<file path="config.mk">
export PLATFORM = sky130hd
export DESIGN_NAME = serial_subtractor_flat
export DESIGN_NICKNAME = d
export VERILOG_FILES = /design/src/rtl/serial_subtractor_if.sv /design/src/rtl/serial_subtractor.sv /design/src/flat_wrapper.sv
export SDC_FILE = /design/constraint.sdc
export NUM_CORES = 1
export LEC_CHECK = 0
export CAP_MARGIN = 5
export CORE_MARGIN = 2
export CORE_UTILIZATION = 45
export CTS_CLUSTER_DIAMETER = 150
export DETAILED_ROUTE_END_ITERATION = 16
export GPL_ROUTABILITY_DRIVEN = 0
export HOLD_SLACK_MARGIN = 0.12
export MAX_ROUTING_LAYER = met4
export PLACE_DENSITY = 0.76
export SYNTH_ARGS = -nofsm -noshare
export SYNTH_HDL_FRONTEND = slang
export SYNTH_SLANG_ARGS = --single-unit
</file>
<file path="constraint.sdc">
create_clock -name clk -period 1.45 [get_ports clk]
set_input_delay 0.435 -clock clk [delete_from_list [all_inputs] [get_ports clk]]
set_output_delay 0.435 -clock clk [all_outputs]
set_load 0.05 [all_outputs]
</file>
<file path="src/rtl/serial_subtractor_if.sv">
// Handshake bundle for the bit-serial subtractor.
//   slave  : the subtractor side (accepts operands, produces the result)
//   master : the producer/consumer side (drives operands and out_ready)
// Signals
//   in_valid/in_ready/a_in/b_in      operand handshake
//   out_valid/out_ready/diff/borrow_out  result handshake
//   busy                             high while bits are being shifted
interface serial_subtractor_if #(
    parameter int WIDTH = 8
);
    logic             in_valid;
    logic             in_ready;
    logic [WIDTH-1:0] a_in;
    logic [WIDTH-1:0] b_in;
    logic             out_valid;
    logic             out_ready;
    logic [WIDTH-1:0] diff;
    logic             borrow_out;
    logic             busy;

    modport slave (
        input  in_valid, a_in, b_in, out_ready,
        output in_ready, out_valid, diff, borrow_out, busy
    );

    modport master (
        output in_valid, a_in, b_in, out_ready,
        input  in_ready, out_valid, diff, borrow_out, busy
    );
endinterface

</file>
<file path="src/rtl/serial_subtractor.sv">
// Bit-serial unsigned subtractor: diff = a_in - b_in (mod 2^WIDTH), LSB first,
// one bit per clock through a single full-subtractor cell and a borrow flop.
// Ports
//   clk    : rising-edge clock
//   rst_n  : asynchronous active-low reset
//   bus    : serial_subtractor_if.slave (operand/result handshakes, busy)
// Operands are captured on the accepting edge; the result is presented WIDTH
// cycles later and held until the consumer takes it. All outputs come straight
// from flops or decoded state, so no input reaches an output combinationally.
module serial_subtractor #(
    parameter int WIDTH = 8
) (
    input  logic                 clk,
    input  logic                 rst_n,
    serial_subtractor_if.slave   bus
);
    localparam int              CW   = (WIDTH > 2) ? $clog2(WIDTH) : 1;
    localparam logic [CW-1:0]   LAST = CW'(WIDTH - 1);

    typedef enum logic [1:0] {IDLE, RUN, DONE} state_t;

    state_t           state_q, state_d;
    logic [WIDTH-1:0] sa_q, sa_d;
    logic [WIDTH-1:0] sb_q, sb_d;
    logic [WIDTH-1:0] sr_q, sr_d;
    logic [WIDTH-1:0] diff_q, diff_d;
    logic             bf_q, bf_d;
    logic             borrow_q, borrow_d;
    logic [CW-1:0]    cnt_q, cnt_d;
    logic             d_bit;
    logic [WIDTH-1:0] sr_next;

    always_comb begin
        state_d  = state_q;
        sa_d     = sa_q;
        sb_d     = sb_q;
        sr_d     = sr_q;
        diff_d   = diff_q;
        bf_d     = bf_q;
        borrow_d = borrow_q;
        cnt_d    = cnt_q;

        // Full-subtractor cell on the current LSBs
        d_bit   = sa_q[0] ^ sb_q[0] ^ bf_q;
        sr_next = {d_bit, sr_q[WIDTH-1:1]};

        case (state_q)
            IDLE: begin
                if (bus.in_valid) begin
                    sa_d    = bus.a_in;
                    sb_d    = bus.b_in;
                    sr_d    = '0;
                    bf_d    = 1'b0;
                    cnt_d   = '0;
                    state_d = RUN;
                end
            end
            RUN: begin
                bf_d  = (~sa_q[0] & sb_q[0]) | (~(sa_q[0] ^ sb_q[0]) & bf_q);
                sr_d  = sr_next;
                sa_d  = sa_q >> 1;
                sb_d  = sb_q >> 1;
                cnt_d = cnt_q + CW'(1);
                if (cnt_q == LAST) begin
                    // Last bit: publish the completed word and the final borrow
                    diff_d   = sr_next;
                    borrow_d = bf_d;
                    state_d  = DONE;
                end
            end
            DONE: begin
                if (bus.out_ready) state_d = IDLE;
            end
            default: state_d = IDLE;
        endcase
    end

    always_ff @(posedge clk or negedge rst_n) begin
        if (!rst_n) begin
            state_q  <= IDLE;
            sa_q     <= '0;
            sb_q     <= '0;
            sr_q     <= '0;
            diff_q   <= '0;
            bf_q     <= 1'b0;
            borrow_q <= 1'b0;
            cnt_q    <= '0;
        end else begin
            state_q  <= state_d;
            sa_q     <= sa_d;
            sb_q     <= sb_d;
            sr_q     <= sr_d;
            diff_q   <= diff_d;
            bf_q     <= bf_d;
            borrow_q <= borrow_d;
            cnt_q    <= cnt_d;
        end
    end

    assign bus.in_ready   = (state_q == IDLE);
    assign bus.busy       = (state_q == RUN);
    assign bus.out_valid  = (state_q == DONE);
    assign bus.diff       = diff_q;
    assign bus.borrow_out = borrow_q;
endmodule
</file>
<file path="src/flat_wrapper.sv">
// flat-port wrapper written by rule: the top's interface ports become plain ports
module serial_subtractor_flat 
#(
    parameter int WIDTH = 8
)
  (clk, rst_n, bus_in_valid, bus_a_in, bus_b_in, bus_out_ready, bus_in_ready, bus_out_valid, bus_diff, bus_borrow_out, bus_busy);
  serial_subtractor_if #(.WIDTH(WIDTH)) bus_i ();
  input  logic clk;
  input  logic rst_n;
  input wire logic [$bits(bus_i.in_valid)-1:0] bus_in_valid;
  input wire logic [$bits(bus_i.a_in)-1:0] bus_a_in;
  input wire logic [$bits(bus_i.b_in)-1:0] bus_b_in;
  input wire logic [$bits(bus_i.out_ready)-1:0] bus_out_ready;
  output wire logic [$bits(bus_i.in_ready)-1:0] bus_in_ready;
  output wire logic [$bits(bus_i.out_valid)-1:0] bus_out_valid;
  output wire logic [$bits(bus_i.diff)-1:0] bus_diff;
  output wire logic [$bits(bus_i.borrow_out)-1:0] bus_borrow_out;
  output wire logic [$bits(bus_i.busy)-1:0] bus_busy;
  assign bus_i.in_valid = bus_in_valid;
  assign bus_i.a_in = bus_a_in;
  assign bus_i.b_in = bus_b_in;
  assign bus_i.out_ready = bus_out_ready;
  assign bus_in_ready = bus_i.in_ready;
  assign bus_out_valid = bus_i.out_valid;
  assign bus_diff = bus_i.diff;
  assign bus_borrow_out = bus_i.borrow_out;
  assign bus_busy = bus_i.busy;
  serial_subtractor #(.WIDTH(WIDTH)) u_core (.clk(clk), .rst_n(rst_n), .bus(bus_i));
endmodule
</file>
==> impl_metrics.py, run 1 <==
metrics = {
    "detailed_routing": {
        "drt-total-wl_mm": 3.70,
        "drt-initial-drc-count": 45,
        "first_pass_iters": 4,
        "drc": 0,
        "ant_nets": 0,
        "viasPerCell": 5.41,
        "vias": 1325,
        "wl_per_cell_um": 15.1,
    },
    "placement": {
        "portBuffers": 31,
        "dpl.hpwl_mm": 2.50,
    },
    "logic_synthesis": {
        "synth.net_count": 170,
        "synth_ff_type": "dfrtp_1",
        "netlist.area_leader.share_pct": 56.6,
        "ys_ff_latch": 38,
        "synth_edf_count": 0,
        "synthMuxAreaShare_pct": 5.37,
        "yosysTopAreaCell": "dfrtp_1",
        "yosysWarningCount": 0,
        "ys_top_cells_by_area": "dfrtp_1 57%, nor3_1 9.8%, a22o_1 4.7%, mux2_2 3.4%, nor2_1 2.7%",
        "synth-simple-area-share_pct": 18.3,
        "async_flop_share_pct": 100,
        "synth.distinct_cells": 31,
        "synth_xor_area_share_pct": 0,
        "synth_compound_area_share_pct": 11.3,
        "syn_area_um2": 1680,
        "yosysSeqAreaShare_pct": 56.6,
        "synth_top_family_by_area": "simple AND/OR/NAND/NOR gates",
        "syn_inst": 147,
        "synthAdderAreaFrac_pct": 2.68,
        "synth.avg_cell_area_um2": 11.4,
    },
    "global_route": {
        "grt_pass1_wl_mm": 6.02,
        "grt_usage_pct": 19.6,
        "grt.overflow.total": 0,
        "grt_pass1_vias": 1363,
        "antenna_found_initial": 0,
        "grt_max_degree": 39,
    },
    "die": {
        "fp.dieH_um": 65.1,
        "ios": 32,
        "die_w_um": 65.1,
        "initial_utilization_pct": 46.2,
        "fp-row-count": 22,
        "dieArea_um2": 4240,
        "coreArea_um2": 3630,
    },
    "cts": {
        "cts_tree": "yes",
        "clock_sinks": 38,
        "cts_htree_levels": 2,
        "insertion_delay_ns": 0.29,
        "clk_pin_slew_ns": 0.07,
        "hold_buffers": 0,
        "numCtsBuffers": 5,
        "clockBufferDepth": 2,
        "cts-root-buf": "clkbuf_8",
    },
    "critical_path": {
        "crit_buf_inv": 3,
        "cp.required_ns": 1.02,
        "slowest_delay_ns": 0.42,
        "r2r_start": "u_core.state_q[0]",
        "cpMaxStageDelayCell": "dfrtp_1",
        "startpoint_type": "flip-flop",
        "path_cells": "buf_6 -> nand2_4 -> clkinvlp_4 -> buf_12",
        "cp.arrival_ns": 1.15,
        "worstSetupPathType": "reg -> out",
        "cp_max_fo": 3,
        "critical_path.top_delay_family": "flip-flops",
        "setup.worst_path.end_class": "primary output",
        "cp-startpoint": "u_core.state_q[1]",
    },
    "timing": {
        "timing.final.crit_share_pct": 109,
        "finalClockSkew_ns": 0.00387,
        "max_slew_margin_pct": 76.1,
        "finalHoldViolCount": 0,
        "min_period_ns": 1.59,
        "tightest_slew_ns": 0.359,
        "clock.fmax_ghz": 0.630,
        "rsz0062_at_grt": "true",
        "finalWorstSetupSlack_ns": -0.137,
        "setup_violations": 3,
        "maxSlewViolCount": 0,
    },
    "power": {
        "p_per_area_nw_per_um2": 2270,
        "total_power_mw": 5.53,
        "leakage_nw": 1.11,
        "ir_drop_v": 0.00111,
    },
    "status": {
        "status": "finished, violations left",
        "violations": "setup timing",
    },
    "layout": {
        "layout_commonest_cell": "dfrtp_1",
        "fillers": 283,
        "fin_util_pct": 67.1,
        "final_cell_mix": "37 x dfrtp_1, 31 x nor3_1, 18 x clkdlybuf4s50_1",
        "regArea_um2": 952,
        "drive_gt1_share_pct": 31.0,
        "multiInputGateArea_um2": 691,
        "antennaDiodeCount": 0,
        "syn2layout_area_growth_pct": 45.3,
        "layout.nets": 219,
    },
    "run": {
        "drv_cap": 0,
    },
    "hold_path": {
        "hp-class": "in -> async",
    },
}
## cells in the mapped netlist (all sizes together) (2+ instances only)
cell type	instances
a221o	2
a22o	9
buf	10
dfrtp	38
ha	2
inv	5
mux2	8
nand2	6
nand2b	4
nand3b	2
nor2	13
nor3	33
o21ai	7
## routing by layer
layer / GRT usage [%] / vias up / wire length [um]
met2: 33.0 / 41 / 1960
met5: - / - / 0
met4: 8.07 / 0 / 59
li1: - / 622 / -
met3: 5.73 / 6 / 211
met1: 21.9 / 656 / 1470
## cell type report
class | count | area share, %
tap | 48 | 2.46
inverter | 5 | 1.03
timing repair buffer | 50 | 24.7
clock inverter | 3 | 1.64
multi-input combinational | 96 | 28.3
sequential | 38 | 39.0
clock buffer | 5 | 2.82
## per-stage QoR
step / cell area, um2 / worst slack, ns / TNS (ns) / hold WS, ns / cells
floorplan: 1700 / 0.00614 / 0 / 0.139 / 147
global placement: 2200 / -0.194 / -4.66 / 0.484 / 227
detailed placement: 2200 / -0.263 / -6.09 / 0.491 / 227
CTS: 2370 / -0.149 / -0.401 / 0.507 / 241
global route: 2440 / -0.178 / -0.514 / 0.531 / 245
finish: 2440 / -0.137 / -0.351 / 0.507 / 245
## worst paths after layout
path	to	cells after the start	slack [ns]
worst max-delay path	bus_out_valid	4	-0.14
worst min-delay path	u_core.bus.diff[2]	2	0.51
worst max register to register	u_core.sa_q[6]	4	0.03
worst min register to register	u_core.cnt_q[1]	1	0.51
max in group asynchronous	u_core.state_q[0]	2	0.73
min in group clk	u_core.cnt_q[1]	1	0.51
## registers in the layout, summed over array words and instances, names as in the netlist
register and flops:
u_core.bf_q 1, u_core.bus.borrow_out 1, u_core.bus.diff 8, u_core.cnt_q 3, u_core.sa_q 8, u_core.sb_q 8, u_core.sr_q 7, u_core.state_q 2
## report_power, final
group	switching [mW]	total [mW]	internal, mW
clock	0.365	0.871	0.506
combinational	1.34	2.75	1.41
sequential	0.373	1.92	1.54
total	2.08	5.53	3.46
## logic make-up after synthesis
family / count (synthesis)
AND/OR/NAND/NOR: 59
multiplexers: 8
AO/OA/AOI/OAI: 24
adder cells (fa/ha/maj): 3
flip-flops: 38
buffers and inverters: 15
## repair_timing
action	CTS	global route
pin swaps	3	2
setup buffers	6	2
gates cloned	0	2
setup endpoints to repair	6	20
gates resized for setup	8	6
(Power assumes the default switching activity.)
==> run 2: changes to the inputs <==
--- a/config.mk
+++ b/config.mk
@@ -6,8 +6,8 @@
 export NUM_CORES = 1
 export LEC_CHECK = 0
 export CAP_MARGIN = 5
-export CORE_MARGIN = 2
 export CORE_UTILIZATION = 45
+export CTS_BUF_LIST = sky130_fd_sc_hd__clkbuf_2
 export CTS_CLUSTER_DIAMETER = 150
 export DETAILED_ROUTE_END_ITERATION = 16
 export GPL_ROUTABILITY_DRIVEN = 0
==> run 2 against run 1 <==
  * Setup slack worse by 0.13 ns
  * Worst hold slack got worse by 0.11 ns
  * Critical endpoint unchanged
  * Utilization up 2.8 points
  * Largest power group unchanged
  * The flow still finishes with violations (setup timing)
  * Count of clock-buffer cells in the layout up 1
  * Global-route usage increased by 0.52 points
  * Power shrank 4.4%
  * Fmax fell by 7.5%
  * Largest cell class unchanged
  * Sequential share of layout area grew 0.51 points
  * Die area shrank 6.1%
  * Via count up 0.53%
  * Final area shrank 1.3%
==> impl_metrics.py, run 2 (synthesis results as in run 1) <==
metrics = {
    "power": {
        "pwr-share-clk_pct": 8.5,
        "total_power_mw": 5.29,
        "combPwrFrac_pct": 55.1,
        "leakage_nw": 1.10,
        "p_sw_mw": 2.09,
        "p_seq_share_pct": 36.4,
        "ir_drop_v": 0.000912,
        "swShare_pct": 39.6,
        "p_per_area_nw_per_um2": 2200,
        "internal_power_mw": 3.19,
    },
    "global_route": {
        "grt_usage_pct": 20.1,
        "grt_pass1_vias": 1263,
        "grt_max_degree": 39,
        "grt.overflow.total": 0,
        "grt_pass1_wl_mm": 5.84,
        "antenna_found_initial": 0,
    },
    "critical_path": {
        "reg2regPathDepth": 5,
        "cp.required_ns": 1.02,
        "startpoint_type": "flip-flop",
        "cp.arrival_ns": 1.28,
        "setup.worst_path.end_class": "primary output",
        "worstSetupPathType": "reg -> out",
        "cp_max_fo": 5,
    },
    "placement": {
        "dp_cells": 224,
        "portBuffers": 31,
        "dpl.hpwl_mm": 2.45,
        "place_area_um2": 2200,
    },
    "layout": {
        "final_cell_mix": "37 x dfrtp_1, 32 x nor3_1, 19 x clkdlybuf4s50_1",
        "antennaDiodeCount": 0,
        "post-route-cell-area_um2": 2410,
        "drive_gt1_share_pct": 31.0,
        "stdcell_count": 243,
        "layout_commonest_cell": "dfrtp_1",
        "syn2layout_area_growth_pct": 43.4,
        "fillers": 250,
        "layout.nets": 219,
        "fin_util_pct": 70.0,
        "regArea_um2": 952,
        "multiInputGateArea_um2": 709,
    },
    "timing": {
        "finalClockSkew_ns": 0.0185,
        "whs_ns": 0.393,
        "clock.fmax_ghz": 0.583,
        "finalHoldViolCount": 0,
        "setup_violations": 5,
        "min_period_ns": 1.72,
        "finalWorstSetupSlack_ns": -0.266,
        "max_slew_margin_pct": 68.7,
        "maxSlewViolCount": 0,
        "timing.final.crit_share_pct": 118,
        "rsz0062_at_grt": "true",
        "tightest_slew_ns": 0.468,
    },
    "die": {
        "initial_utilization_pct": 48.8,
        "fp.dieH_um": 63.1,
        "ios": 32,
        "die_w_um": 63.1,
        "dieArea_um2": 3980,
        "coreArea_um2": 3440,
        "fp-row-count": 21,
    },
    "detailed_routing": {
        "drc": 0,
        "drt-initial-drc-count": 32,
        "vias": 1332,
        "wl_per_cell_um": 15.8,
        "first_pass_iters": 5,
        "viasPerCell": 5.48,
        "drt-total-wl_mm": 3.85,
        "ant_nets": 0,
    },
    "cts": {
        "clk_pin_slew_ns": 0.19,
        "cts_htree_levels": 2,
        "insertion_delay_ns": 0.39,
        "cts_tree": "yes",
        "clock_sinks": 38,
        "numCtsBuffers": 5,
        "hold_buffers": 0,
        "cts-root-buf": "clkbuf_2",
        "clockBufferDepth": 2,
    },
    "status": {
        "violations": "setup timing",
        "status": "finished, violations left",
    },
    "run": {
        "drv_cap": 0,
    },
    "hold_path": {
        "hp-class": "in -> async",
    },
}
run 2: cell types whose count changed in the layout (fill, tap and decap cells not counted), sizes merged:
cell / change
buf: -1
nand3b: -1
clkbuf: +2
clkdlybuf4s50: +1
dlymetal6s2s: -1
bufinv: -1
o21ba: +1
run 2: layout make-up:
type,instances,area share [%]
clock inverter,2,0.364
sequential,38,39.5
timing repair buffer,50,25.9
multi-input combinational,96,29.5
clock buffer,6,1.25
inverter,5,1.14
tap,46,2.39
run 2: worst max-delay path: stages (launching register included):
cell	delay [ns]
dfrtp_2	0.51
inv_2	0.08
nand2_4	0.09
clkinvlp_4	0.09
buf_12	0.15
run 2: worst paths after layout:
kind,endpoint,slack (ns),startpoint
min reg2reg,u_core.sb_q[7],0.53,u_core.sb_q[7]
max in group asynchronous,u_core.state_q[0],0.83,rst_n
max reg2reg,u_core.sa_q[0],-0.01,u_core.state_q[0]
max,bus_out_valid,-0.27,u_core.state_q[0]
min in group clk,u_core.sb_q[7],0.53,u_core.sb_q[7]
min,u_core.bus.diff[2],0.39,rst_n
run 2: routing by layer:
layer | up-vias | GRT usage [%] | part of all wire (%) | wire [um]
met1 | 657 | 23.9 | 42 | 1610
li1 | 623 | - | - | -
met3 | 5 | 5.25 | 5.3 | 204
met4 | 0 | 6.98 | 1.2 | 45
met5 | - | - | 0 | 0
met2 | 47 | 33.1 | 52 | 1990
run 2: stage by stage:
step	setup slack (ns)	setup TNS, ns
floorplan	0.00614	0
global placement	-0.207	-4.87
detailed placement	-0.253	-5.99
CTS	-0.275	-0.740
global route	-0.334	-1.49
finish	-0.266	-0.706
run 2: power by group through the flow:
stage / sequential (mW) / combinational (mW) / clock, mW
after detailed placement: 1.93 / 2.56 / 0
after floorplan: 2.15 / 1.28 / 0
final: 1.92 / 2.91 / 0.450
after global placement: 1.90 / 2.48 / 0
after global routing: 1.98 / 3.08 / 0.511
after CTS: 1.92 / 2.70 / 0.464
run 2: timing repair:
| item | CTS | global route |
|---|---|---|
| gates resized for setup | 10 | 7 |
| pin swaps | 3 | 1 |
| buffers inserted | 5 | 3 |
| gates cloned | 0 | 3 |
| setup endpoints to repair | 14 | 30 |
==> run 3: changes to the inputs <==
--- a/config.mk
+++ b/config.mk
@@ -5,15 +5,17 @@
 export SDC_FILE = /design/constraint.sdc
 export NUM_CORES = 1
 export LEC_CHECK = 0
-export CAP_MARGIN = 5
-export CORE_UTILIZATION = 45
+export CAP_MARGIN = 20
+export CELL_PAD_IN_SITES_DETAIL_PLACEMENT = 0
+export CELL_PAD_IN_SITES_GLOBAL_PLACEMENT = 2
+export CORE_UTILIZATION = 31
 export CTS_BUF_LIST = sky130_fd_sc_hd__clkbuf_2
 export CTS_CLUSTER_DIAMETER = 150
 export DETAILED_ROUTE_END_ITERATION = 16
 export GPL_ROUTABILITY_DRIVEN = 0
 export HOLD_SLACK_MARGIN = 0.12
 export MAX_ROUTING_LAYER = met4
-export PLACE_DENSITY = 0.76
+export PLACE_DENSITY = 0.8
 export SYNTH_ARGS = -nofsm -noshare
 export SYNTH_HDL_FRONTEND = slang
 export SYNTH_SLANG_ARGS = --single-unit
==> run 3 against run 2 <==
  * The flow still finishes with violations (setup timing)
  * Critical path depth did not move
  * Global-route usage shrank 3.6 points
  * Power fell by 1.6%
  * Register-to-register slack improved by 0.09 ns
  * Utilization fell by 23 points
  * Die area rose by 44%
  * Combinational power down 2%
  * Flip-flop and latch count unchanged
  * Worst hold slack lost 0.014 ns
  * Count of clock-buffer cells in the layout is 1 lower
  * Critical endpoint unchanged
  * Highest routed layer unchanged
==> impl_metrics.py, run 3 (synthesis results as in run 1) <==
metrics = {
    "detailed_routing": {
        "first_pass_iters": 3,
        "drt-initial-drc-count": 74,
        "drc": 0,
        "ant_nets": 0,
        "viasPerCell": 4.83,
        "wl_per_cell_um": 14.4,
        "drt-total-wl_mm": 3.88,
        "vias": 1303,
    },
    "power": {
        "total_power_mw": 5.20,
        "ir_drop_v": 0.000808,
        "p_per_area_nw_per_um2": 2120,
        "leakage_nw": 1.10,
    },
    "timing": {
        "tightest_slew_ns": 0.334,
        "finalClockSkew_ns": 0.0142,
        "min_period_ns": 1.74,
        "rsz0062_at_grt": "true",
        "setup_violations": 5,
        "maxSlewViolCount": 0,
        "clock.fmax_ghz": 0.573,
        "max_slew_margin_pct": 77.7,
        "finalWorstSetupSlack_ns": -0.294,
        "timing.final.crit_share_pct": 120,
        "finalHoldViolCount": 0,
    },
    "placement": {
        "portBuffers": 31,
        "dpl.hpwl_mm": 2.54,
        "preCtsSetupSlack_ns": -0.260,
        "place_area_um2": 2270,
        "dp_cells": 251,
    },
    "run": {
        "drv_cap": 0,
    },
    "cts": {
        "numCtsBuffers": 5,
        "clk_pin_slew_ns": 0.21,
        "cts_htree_levels": 2,
        "insertion_delay_ns": 0.41,
        "cts_tree": "yes",
        "clockBufferDepth": 2,
        "clock_sinks": 38,
        "cts-root-buf": "clkbuf_2",
    },
    "critical_path": {
        "cp_max_fo": 3,
        "startpoint_type": "flip-flop",
        "worstSetupPathType": "reg -> out",
        "setup.worst_path.end_class": "primary output",
        "slowest_delay_ns": 0.47,
        "cp.required_ns": 1.02,
        "cpMaxStageDelayCell": "dfrtp_1",
        "cp.arrival_ns": 1.31,
        "path_cells": "buf_6 -> nand2_4 -> clkinvlp_4 -> buf_12",
    },
    "layout": {
        "antennaDiodeCount": 0,
        "regArea_um2": 951,
        "stdcell_count": 270,
        "drive_gt1_share_pct": 31.0,
        "final_cell_mix": "38 x dfrtp_1, 31 x nor3_1, 19 x clkdlybuf4s50_1",
        "post-route-cell-area_um2": 2450,
        "multiInputGateArea_um2": 709,
        "layout.nets": 222,
        "fin_util_pct": 47.5,
        "fillers": 483,
        "layout_commonest_cell": "dfrtp_1",
        "syn2layout_area_growth_pct": 46.2,
    },
    "status": {
        "violations": "setup timing",
        "status": "finished, violations left",
    },
    "die": {
        "initial_utilization_pct": 32.5,
        "fp-row-count": 26,
        "ios": 32,
        "coreArea_um2": 5170,
        "fp.dieH_um": 75.6,
        "die_w_um": 75.6,
        "dieArea_um2": 5710,
    },
    "global_route": {
        "antenna_found_initial": 0,
        "grt.overflow.total": 0,
        "grt_usage_pct": 16.5,
        "grt_pass1_wl_mm": 6.55,
        "grt_max_degree": 39,
        "grt_pass1_vias": 1337,
    },
    "hold_path": {
        "hp-class": "in -> async",
    },
}
## run 3: path summary, 6_finish.rpt
path	startpoint	endpoint	slack [ns]	depth (start not counted)
max	u_core.state_q[1]	bus_out_valid	-0.29	4
min reg2reg	u_core.sr_q[1]	u_core.sr_q[1]	0.53	1
max reg2reg	u_core.state_q[1]	u_core.sb_q[4]	0.08	5
min in group clk	u_core.sr_q[1]	u_core.sr_q[1]	0.53	1
min	rst_n	u_core.sb_q[1]	0.38	2
max in group asynchronous	rst_n	u_core.sa_q[5]	0.88	2
## run 3: timing repair
item | CTS | global route
setup endpoints to repair | 19 | 22
resized for setup | 6 | 5
hold buffers | 0 | 0
pin swaps | 1 | 2
cloned | 1 | 1
setup buffers | 5 | 4
## run 3: layer usage
metal / global-route usage [%] / wire length, um / share of wire [%] / vias up
met5: - / 0 / 0 / -
met4: 6.17 / 66 / 1.7 / 0
met3: 3.97 / 137 / 3.5 / 6
met2: 26.7 / 1900 / 49 / 28
met1: 20.1 / 1770 / 46 / 643
li1: - / - / - / 626
## run 3: layout make-up
type | instances | area share, %
flip-flops and latches | 38 | 38.7
multi-input cells | 96 | 28.9
repair buffers | 53 | 26.1
well taps | 70 | 3.57
clock buffers | 5 | 1.02
inverters | 5 | 1.02
clock inverters | 3 | 0.663
## run 3: report_power, final
group	switching (mW)	total, mW	internal, mW
Clock	0.368	0.478	0.110
Combinational	1.35	2.84	1.48
Sequential	0.356	1.89	1.53
Total	2.08	5.20	3.13
## run 3: per-stage QoR
step	setup TNS, ns	hold WS, ns
6_report	-0.880	0.380
5_1_grt	-1.68	0.348
4_1_cts	-1.08	0.360
3_5_place_dp	-5.90	0.484
3_3_place_gp	-5.14	0.484
2_1_floorplan	0	0.139
## run 3: critical path: cells and delay by family, from the launching register on
family	cells	cell delay (ns)
buffers and inverters	3	0.38
DFF	1	0.47
and+or+nand+nor	1	0.07
